`config.mk`:
```
export PLATFORM = sky130hd
export DESIGN_NAME = memory_island_bank_xbar_flat
export DESIGN_NICKNAME = d
export VERILOG_FILES = /design/src/rtl/memory_island_bank_xbar_pkg.sv /design/src/rtl/memory_island_bank_xbar_if.sv /design/src/rtl/memory_island_bank_xbar_rr_arbiter.sv /design/src/rtl/memory_island_bank_xbar.sv /design/src/flat_wrapper.sv
export SDC_FILE = /design/constraint.sdc
export NUM_CORES = 1
export LEC_CHECK = 0
export BUFFER_PORTS_ARGS = -buffer_cell sky130_fd_sc_hd__buf_2
export CAP_MARGIN = 20
export CORE_AREA = 2 2 494 496
export DETAILED_ROUTE_END_ITERATION = 7
export DIE_AREA = 0 0 496 498
export SETUP_SLACK_MARGIN = 0.2
export SYNTH_ARGS = -nofsm -noshare
export SYNTH_HDL_FRONTEND = slang
export SYNTH_SLANG_ARGS = --single-unit
```
`constraint.sdc`:
```
create_clock -name clk_i -period 8.6 [get_ports clk_i]
set_clock_uncertainty 0.05 [all_clocks]
set_input_delay 2.58 -clock clk_i [delete_from_list [all_inputs] [get_ports clk_i]]
set_output_delay 2.58 -clock clk_i [all_outputs]
set_load 0.02 [all_outputs]
```
`src/rtl/memory_island_bank_xbar_pkg.sv`:
```
// Shared configuration and address-decode helpers for the memory island bank crossbar.
// Words are interleaved across banks: [ word addr | bank idx | byte offset ].
package memory_island_pkg;

  typedef struct packed {
    int unsigned num_req;
    int unsigned num_banks;
    int unsigned data_width;
    int unsigned addr_width;
    int unsigned bank_addr_width;
    int unsigned bank_latency;
  } mem_cfg_t;

  localparam mem_cfg_t DefaultCfg = '{
    num_req:         4,
    num_banks:       4,
    data_width:      64,
    addr_width:      32,
    bank_addr_width: 10,
    bank_latency:    1
  };

  localparam int unsigned OffW  = $clog2(DefaultCfg.data_width / 8);
  localparam int unsigned BankW = (DefaultCfg.num_banks > 1) ? $clog2(DefaultCfg.num_banks) : 0;

  // Field widths default to the package config; parameterised users pass their own.
  function automatic int unsigned bank_idx(input logic [63:0] addr,
                                           input int unsigned off_w  = OffW,
                                           input int unsigned bank_w = BankW);
    logic [63:0] mask;
    mask = (64'd1 << bank_w) - 64'd1;
    return 32'((addr >> off_w) & mask);
  endfunction

  function automatic logic [63:0] bank_word_addr(input logic [63:0] addr,
                                                 input int unsigned off_w  = OffW,
                                                 input int unsigned bank_w = BankW,
                                                 input int unsigned word_w = DefaultCfg.bank_addr_width);
    logic [63:0] mask;
    mask = (64'd1 << word_w) - 64'd1;
    return (addr >> (off_w + bank_w)) & mask;
  endfunction

endpackage

```
`src/rtl/memory_island_bank_xbar_if.sv`:
```
// Requester-side and bank-side buses of the bank crossbar.
// master = requesters plus SRAM banks, slave = the crossbar itself.
interface memory_island_bank_xbar_if #(
  parameter int unsigned NumReq        = 4,
  parameter int unsigned NumBanks      = 4,
  parameter int unsigned DataWidth     = 64,
  parameter int unsigned AddrWidth     = 32,
  parameter int unsigned BankAddrWidth = 10
);
  logic [NumReq-1:0]                  req_valid_i;
  logic [NumReq-1:0]                  req_ready_o;
  logic [NumReq*AddrWidth-1:0]        req_addr_i;
  logic [NumReq-1:0]                  req_we_i;
  logic [NumReq*DataWidth/8-1:0]      req_be_i;
  logic [NumReq*DataWidth-1:0]        req_wdata_i;
  logic [NumReq-1:0]                  rsp_valid_o;
  logic [NumReq*DataWidth-1:0]        rsp_rdata_o;
  logic [NumBanks-1:0]                bank_req_o;
  logic [NumBanks-1:0]                bank_we_o;
  logic [NumBanks*BankAddrWidth-1:0]  bank_addr_o;
  logic [NumBanks*DataWidth/8-1:0]    bank_be_o;
  logic [NumBanks*DataWidth-1:0]      bank_wdata_o;
  logic [NumBanks*DataWidth-1:0]      bank_rdata_i;

  modport master (
    output req_valid_i, req_addr_i, req_we_i, req_be_i, req_wdata_i, bank_rdata_i,
    input  req_ready_o, rsp_valid_o, rsp_rdata_o,
    input  bank_req_o, bank_we_o, bank_addr_o, bank_be_o, bank_wdata_o
  );

  modport slave (
    input  req_valid_i, req_addr_i, req_we_i, req_be_i, req_wdata_i, bank_rdata_i,
    output req_ready_o, rsp_valid_o, rsp_rdata_o,
    output bank_req_o, bank_we_o, bank_addr_o, bank_be_o, bank_wdata_o
  );
endinterface

```
`src/rtl/memory_island_bank_xbar_rr_arbiter.sv`:
```
// Round-robin arbiter: combinational grant, registered priority pointer.
// Pointer moves to one past the winner on each grant and holds while idle.
module memory_island_rr_arbiter #(
  parameter int unsigned N = 4,
  localparam int unsigned IdxW = (N > 1) ? $clog2(N) : 1
) (
  input  logic            clk_i,
  input  logic            rst_ni,
  input  logic [N-1:0]    req_i,
  output logic [N-1:0]    gnt_o,
  output logic [IdxW-1:0] gnt_idx_o,
  output logic            gnt_valid_o
);

  logic [IdxW-1:0] ptr_q;
  logic [IdxW-1:0] cand;

  always_comb begin
    gnt_o       = '0;
    gnt_idx_o   = '0;
    gnt_valid_o = 1'b0;
    cand        = '0;
    for (int unsigned k = 0; k < N; k++) begin
      cand = IdxW'((32'(ptr_q) + k) % N);
      if (!gnt_valid_o && req_i[cand]) begin
        gnt_valid_o = 1'b1;
        gnt_o[cand] = 1'b1;
        gnt_idx_o   = cand;
      end
    end
  end

  always_ff @(posedge clk_i or negedge rst_ni) begin
    if (!rst_ni) begin
      ptr_q <= '0;
    end else if (gnt_valid_o) begin
      ptr_q <= (32'(gnt_idx_o) == N - 1) ? '0 : gnt_idx_o + 1'b1;
    end
  end

endmodule

```
`src/rtl/memory_island_bank_xbar.sv`:
```
// Requester-to-bank crossbar: per-bank round-robin grant, fixed-latency in-order responses.
// Banks are driven in the grant cycle; responses need no backpressure, so ready never waits on them.
module memory_island_bank_xbar
  import memory_island_pkg::*;
#(
  parameter int unsigned NumReq        = 4,
  parameter int unsigned NumBanks      = 4,
  parameter int unsigned DataWidth     = 64,
  parameter int unsigned AddrWidth     = 32,
  parameter int unsigned BankAddrWidth = 10,
  parameter int unsigned BankLatency   = 1
) (
  input logic clk_i,
  input logic rst_ni,
  memory_island_bank_xbar_if.slave bus
);

  localparam int unsigned BeW      = DataWidth / 8;
  localparam int unsigned OffBits  = $clog2(BeW);
  localparam int unsigned BankBits = (NumBanks > 1) ? $clog2(NumBanks) : 0;
  localparam int unsigned BankIdxW = (BankBits > 0) ? BankBits : 1;
  localparam int unsigned ReqIdxW  = (NumReq > 1) ? $clog2(NumReq) : 1;

  typedef struct packed {
    logic                vld;
    logic                is_read;
    logic [BankIdxW-1:0] bank;
  } rsp_stage_t;

  logic [NumReq-1:0][BankIdxW-1:0]      req_bank;
  logic [NumReq-1:0][BankAddrWidth-1:0] req_word;
  logic [NumBanks-1:0][NumReq-1:0]      bank_cand;
  logic [NumBanks-1:0][NumReq-1:0]      bank_gnt;
  logic [NumBanks-1:0][ReqIdxW-1:0]     gnt_idx;
  logic [NumBanks-1:0]                  gnt_vld;
  logic [NumReq-1:0]                    req_gnt;

  logic [NumBanks-1:0]                    bank_req;
  logic [NumBanks-1:0]                    bank_we;
  logic [NumBanks-1:0][BankAddrWidth-1:0] bank_addr;
  logic [NumBanks-1:0][BeW-1:0]           bank_be;
  logic [NumBanks-1:0][DataWidth-1:0]     bank_wdata;

  logic [NumReq-1:0]                      rsp_valid;
  logic [NumReq-1:0][DataWidth-1:0]       rsp_rdata;

  rsp_stage_t [BankLatency-1:0] pipe_q [NumReq];

  always_comb begin
    req_bank  = '0;
    req_word  = '0;
    bank_cand = '0;
    for (int unsigned r = 0; r < NumReq; r++) begin
      req_bank[r] = BankIdxW'(bank_idx(64'(bus.req_addr_i[r*AddrWidth +: AddrWidth]),
                                       OffBits, BankBits));
      req_word[r] = BankAddrWidth'(bank_word_addr(64'(bus.req_addr_i[r*AddrWidth +: AddrWidth]),
                                                  OffBits, BankBits, BankAddrWidth));
    end
    for (int unsigned b = 0; b < NumBanks; b++) begin
      for (int unsigned r = 0; r < NumReq; r++) begin
        bank_cand[b][r] = bus.req_valid_i[r] && (req_bank[r] == BankIdxW'(b));
      end
    end
  end

  for (genvar b = 0; b < NumBanks; b++) begin : g_bank
    memory_island_rr_arbiter #(.N(NumReq)) u_arb (
      .clk_i       (clk_i),
      .rst_ni      (rst_ni),
      .req_i       (bank_cand[b]),
      .gnt_o       (bank_gnt[b]),
      .gnt_idx_o   (gnt_idx[b]),
      .gnt_valid_o (gnt_vld[b])
    );
  end

  // A requester targets exactly one bank, so OR-ing per-bank grants is its ready.
  always_comb begin
    req_gnt = '0;
    for (int unsigned b = 0; b < NumBanks; b++) begin
      req_gnt = req_gnt | bank_gnt[b];
    end
  end

  always_comb begin
    bank_req   = '0;
    bank_we    = '0;
    bank_addr  = '0;
    bank_be    = '0;
    bank_wdata = '0;
    for (int unsigned b = 0; b < NumBanks; b++) begin
      if (gnt_vld[b]) begin
        bank_req[b]   = 1'b1;
        bank_we[b]    = bus.req_we_i[gnt_idx[b]];
        bank_addr[b]  = req_word[gnt_idx[b]];
        bank_be[b]    = bus.req_be_i[gnt_idx[b]*BeW +: BeW];
        bank_wdata[b] = bus.req_wdata_i[gnt_idx[b]*DataWidth +: DataWidth];
      end
    end
  end

  always_ff @(posedge clk_i or negedge rst_ni) begin
    if (!rst_ni) begin
      pipe_q <= '{default: '0};
    end else begin
      for (int unsigned r = 0; r < NumReq; r++) begin
        pipe_q[r][0] <= '{vld: req_gnt[r], is_read: !bus.req_we_i[r], bank: req_bank[r]};
        for (int unsigned s = 1; s < BankLatency; s++) begin
          pipe_q[r][s] <= pipe_q[r][s-1];
        end
      end
    end
  end

  // Last stage lines up with the bank's read data for the recorded bank.
  always_comb begin
    rsp_valid = '0;
    rsp_rdata = '0;
    for (int unsigned r = 0; r < NumReq; r++) begin
      rsp_valid[r] = pipe_q[r][BankLatency-1].vld;
      if (pipe_q[r][BankLatency-1].vld && pipe_q[r][BankLatency-1].is_read) begin
        rsp_rdata[r] = bus.bank_rdata_i[pipe_q[r][BankLatency-1].bank*DataWidth +: DataWidth];
      end
    end
  end

  assign bus.req_ready_o  = req_gnt;
  assign bus.rsp_valid_o  = rsp_valid;
  assign bus.rsp_rdata_o  = rsp_rdata;
  assign bus.bank_req_o   = bank_req;
  assign bus.bank_we_o    = bank_we;
  assign bus.bank_addr_o  = bank_addr;
  assign bus.bank_be_o    = bank_be;
  assign bus.bank_wdata_o = bank_wdata;

endmodule
```
`src/flat_wrapper.sv`:
```
// flat-port wrapper written by rule: the top's interface ports become plain ports
module memory_island_bank_xbar_flat import memory_island_pkg::*;
#(
  parameter int unsigned NumReq        = 4,
  parameter int unsigned NumBanks      = 4,
  parameter int unsigned DataWidth     = 64,
  parameter int unsigned AddrWidth     = 32,
  parameter int unsigned BankAddrWidth = 10,
  parameter int unsigned BankLatency   = 1
)
  (clk_i, rst_ni, bus_req_valid_i, bus_req_addr_i, bus_req_we_i, bus_req_be_i, bus_req_wdata_i, bus_bank_rdata_i, bus_req_ready_o, bus_rsp_valid_o, bus_rsp_rdata_o, bus_bank_req_o, bus_bank_we_o, bus_bank_addr_o, bus_bank_be_o, bus_bank_wdata_o);
  memory_island_bank_xbar_if #(.NumReq(NumReq), .NumBanks(NumBanks), .DataWidth(DataWidth), .AddrWidth(AddrWidth), .BankAddrWidth(BankAddrWidth)) bus_i ();
  input logic clk_i;
  input logic rst_ni;
  input wire logic [$bits(bus_i.req_valid_i)-1:0] bus_req_valid_i;
  input wire logic [$bits(bus_i.req_addr_i)-1:0] bus_req_addr_i;
  input wire logic [$bits(bus_i.req_we_i)-1:0] bus_req_we_i;
  input wire logic [$bits(bus_i.req_be_i)-1:0] bus_req_be_i;
  input wire logic [$bits(bus_i.req_wdata_i)-1:0] bus_req_wdata_i;
  input wire logic [$bits(bus_i.bank_rdata_i)-1:0] bus_bank_rdata_i;
  output wire logic [$bits(bus_i.req_ready_o)-1:0] bus_req_ready_o;
  output wire logic [$bits(bus_i.rsp_valid_o)-1:0] bus_rsp_valid_o;
  output wire logic [$bits(bus_i.rsp_rdata_o)-1:0] bus_rsp_rdata_o;
  output wire logic [$bits(bus_i.bank_req_o)-1:0] bus_bank_req_o;
  output wire logic [$bits(bus_i.bank_we_o)-1:0] bus_bank_we_o;
  output wire logic [$bits(bus_i.bank_addr_o)-1:0] bus_bank_addr_o;
  output wire logic [$bits(bus_i.bank_be_o)-1:0] bus_bank_be_o;
  output wire logic [$bits(bus_i.bank_wdata_o)-1:0] bus_bank_wdata_o;
  assign bus_i.req_valid_i = bus_req_valid_i;
  assign bus_i.req_addr_i = bus_req_addr_i;
  assign bus_i.req_we_i = bus_req_we_i;
  assign bus_i.req_be_i = bus_req_be_i;
  assign bus_i.req_wdata_i = bus_req_wdata_i;
  assign bus_i.bank_rdata_i = bus_bank_rdata_i;
  assign bus_req_ready_o = bus_i.req_ready_o;
  assign bus_rsp_valid_o = bus_i.rsp_valid_o;
  assign bus_rsp_rdata_o = bus_i.rsp_rdata_o;
  assign bus_bank_req_o = bus_i.bank_req_o;
  assign bus_bank_we_o = bus_i.bank_we_o;
  assign bus_bank_addr_o = bus_i.bank_addr_o;
  assign bus_bank_be_o = bus_i.bank_be_o;
  assign bus_bank_wdata_o = bus_i.bank_wdata_o;
  memory_island_bank_xbar #(.NumReq(NumReq), .NumBanks(NumBanks), .DataWidth(DataWidth), .AddrWidth(AddrWidth), .BankAddrWidth(BankAddrWidth), .BankLatency(BankLatency)) u_core (.clk_i(clk_i), .rst_ni(rst_ni), .bus(bus_i));
endmodule
```
==> impl_metrics.py <==
metrics = {
    "run_status": {
        "status": "completed",
    },
    "timing": {
        "final_max_slew_viol_count": 0,
        "worstMarginPinSlew_ps": 949,
        "relSlewSlack": 0.368,
        "post-route-period-util": 0.961,
        "tns_ps": 0,
        "setup_viol": 0,
        "fin_crit_ps": 8270,
        "max_freq_ghz": 0.121,
        "rsz0062_at_grt": "no",
        "final_hold_viol_count": 0,
    },
    "drt": {
        "first_iter_violations": 3337,
        "drt-vias-per-instance": 4.13,
        "wl_per_cell_um": 25.0,
        "drc": 0,
        "num_vias": 26800,
        "first_pass_iters": 8,
        "postRouteAntennaNets": 0,
        "wl_um": 163000,
    },
    "pwr": {
        "p_int_uw": 3110,
        "swShare": 0.619,
        "power_frac_comb": 0.948,
        "power_density_nw_per_um2": 264,
        "pwr-share-seq": 0.034,
        "p_leak_uw": 0.0134,
        "ir_drop_mv": 0.205,
        "switchingPower_uw": 5050,
        "power_frac_clock": 0.017,
    },
    "synth": {
        "synth_top_area_frac": 0.290,
        "syn_area_per_cell_um2": 9.42,
        "synth_area_leaders": "mux4_2, mux2i_1, and3_1",
        "yosysMostFrequentCell": "mux2i_1",
        "synth_area_um2": 20700,
        "ys_warn_count": 0,
        "async_flop_share": 1.00,
        "ys_ff_latch": 24,
        "ys_top_cells_by_count": "mux2i_1, mux4_2, and3_1",
        "syn_inst": 2194,
        "ys_seq_area_frac": 0.0290,
        "yosysTopAreaCell": "mux4_2",
        "ys_types": 62,
        "syn_nets": 2904,
        "synth_edf_count": 0,
        "ys.flop_type": "dfrtp_1",
    },
    "grt": {
        "grt_max_degree": 86,
        "grt_antenna_before_repair": 108,
        "grt_pass1_wl_um": 213000,
        "use_met3": 0.0445,
        "grt_pass1_vias": 24600,
        "met1_usage": 0.130,
        "grt_overflow_total": 0,
        "use_met2": 0.209,
        "grt_usage": 0.122,
        "grt_busiest_layer": "met2",
    },
    "clock_network": {
        "cts_tree": "built",
        "clk_pin_slew_worst_paths_ps": 70,
        "cts_resized": 0,
        "clock-sinks": 24,
        "cts-root-buf": "clkbuf_16",
        "cts-buffers-inserted": 3,
        "cts.htree.levels": 1,
        "clockBufferDepth": 2,
        "ctsHoldBuffers": 0,
        "worstSkewPairLatency_ps": 270,
        "postCtsSetupBuffers": 0,
    },
    "setup_path": {
        "worst-r2r-cell-count": 9,
        "critPathLaunchType": "primary input",
        "cp-end-kind": "primary output",
        "ff2ff_setup_slack_ps": 4960,
        "cp_common_cell": "buf_2",
        "critPathArrivalTime_ps": 5640,
        "critPathMaxFanout": 24,
        "critical_path_class": "primary input to primary output",
        "r2r-start": "u_core.g_bank[3].u_arb.ptr_q[0]",
        "path_cells": "buf_2 -> and3_1 -> mux4_2 -> or4_1 -> o211a_4 -> buf_12 -> buf_4 -> mux2i_1 -> o22ai_1 -> buf_2",
        "cp_slowest_cell": "mux4_2",
        "cpPeakStageDelay_ps": 590,
        "timing.rr.end": "u_core.g_bank[3].u_arb.ptr_q[1]",
        "required_ps": 5970,
    },
    "die": {
        "fp.dieArea_um2": 247000,
        "start_util": 0.0855,
        "dieHeight_um": 498,
        "core_um2": 242000,
        "rows": 181,
        "fp.dieW_um": 496,
        "ios": 1282,
    },
    "run": {
        "max_cap_violations": 0,
    },
    "cells_and_area": {
        "regArea_um2": 641,
        "drive_gt1_frac": 0.505,
        "final_util": 0.128,
        "fillCellCount": 27900,
        "multiInputGateArea_um2": 18600,
        "area_growth_pct": 49.4,
        "fin_nets": 3930,
    },
    "worst_hold_path": {
        "holdCritStartpoint": "u_core.g_bank[2].u_arb.ptr_q[1]",
        "whs_endpoint": "u_core.g_bank[2].u_arb.ptr_q[1]",
        "hp-class": "register to register",
        "hold_depth": 2,
    },
    "placed_design": {
        "portBuffers": 1201,
        "gp_congestion": 1.00,
        "dp_hpwl_um": 133000,
    },
}
[state kept, by name, indices dropped and copies added (netlist names)]
signal and flops:
u_core.pipe_q 12, u_core.g_bank.u_arb.ptr_q 8, u_core.bus.rsp_valid_o 4
[layer usage]
layer  routed length (um)  vias to the layer above  share of wire
li1                     -                    11200              -
met1                56800                    13200           0.35
met2                76600                     1931           0.47
met3                18100                      427           0.11
met4                10800                       58          0.067
met5                  391                        -         0.0024
[placed cells by master (no fill, tap or decap), types with 4 or more instances in the layout]
cell type / n
nand2_1: 22
and3_1: 264
dfrtp_4: 8
a222oi_1: 4
a22o_1: 5
dfrtp_1: 8
nor3_1: 12
nor2b_1: 91
o21ai_0: 11
nand3_1: 14
a22oi_1: 14
nor2_1: 18
o22ai_1: 251
buf_12: 25
buf_2: 1200
and3b_1: 9
a21oi_1: 13
a211oi_1: 171
inv_1: 15
buf_4: 98
mux2i_1: 582
xor2_1: 4
a32oi_1: 4
a221oi_1: 6
diode_2: 83
mux4_2: 266
nand3b_1: 7
dfrtp_2: 8
a31oi_1: 4
ha_1: 28
[worst max path at each step]
stage / startpoint / end / cells past startpoint
CTS: bus_req_addr_i[100] / bus_bank_addr_o[17] / 9
global placement: bus_req_addr_i[100] / bus_bank_addr_o[17] / 9
floorplan: bus_req_valid_i[2] / bus_bank_addr_o[30] / 10
global route: bus_req_addr_i[36] / bus_bank_be_o[1] / 11
detailed placement: bus_req_addr_i[100] / bus_bank_addr_o[17] / 9
finish: bus_req_valid_i[3] / bus_bank_wdata_o[247] / 10
[final cells by class]
type                    instances  share of cell area
multi-input cells            1851               0.603
repair buffers               1323               0.234
well taps                    3202               0.130
flip-flops and latches         24              0.0207
diodes                         83             0.00672
clock buffers                   3             0.00243
inverters                      17             0.00207
clock inverters                 1            0.000972
[critical path, delay by kind of cell]
| kind | cells | cell delay (ps) |
|---|---|---|
| buf+inv | 4 | 870 |
| simple gates | 2 | 820 |
| mux | 2 | 720 |
| compound gates | 2 | 560 |
[logic make-up after synthesis]
logic type | synth area share
AO/OA/AOI/OAI | 0.171
multiplexers | 0.572
adder cells (fa/ha/maj) | 0.0169
buffers and inverters | 0.0748
XOR/XNOR | 0.00169
flip-flops | 0.0290
AND/OR/NAND/NOR | 0.134
[metrics by stage]
| stage | total power (uW) | instances | hold WS, ps | cell area [um2] | worst slack, ps |
|---|---|---|---|---|---|
| final | 8160 | 6504 | 872 | 30900 | 332 |
| after global routing | 8520 | 6467 | 914 | 30800 | 253 |
| after CTS | 8110 | 6421 | 855 | 30700 | 405 |
| after detailed placement | 7950 | 6417 | 845 | 30600 | 409 |
| after global placement | 7940 | 6417 | 842 | 30600 | 401 |
| after floorplan | 5220 | 2194 | 585 | 20700 | 1050 |
[power groups by stage]
stage | logic [uW] | registers [uW] | clock network [uW]
3_3_place_gp | 7660 | 282 | 0
4_1_cts | 7690 | 279 | 142
5_1_grt | 8080 | 290 | 145
6_report | 7740 | 281 | 141
3_5_place_dp | 7670 | 281 | 0
2_1_floorplan | 5040 | 177 | 0
Power figures use the tool's default switching activity.
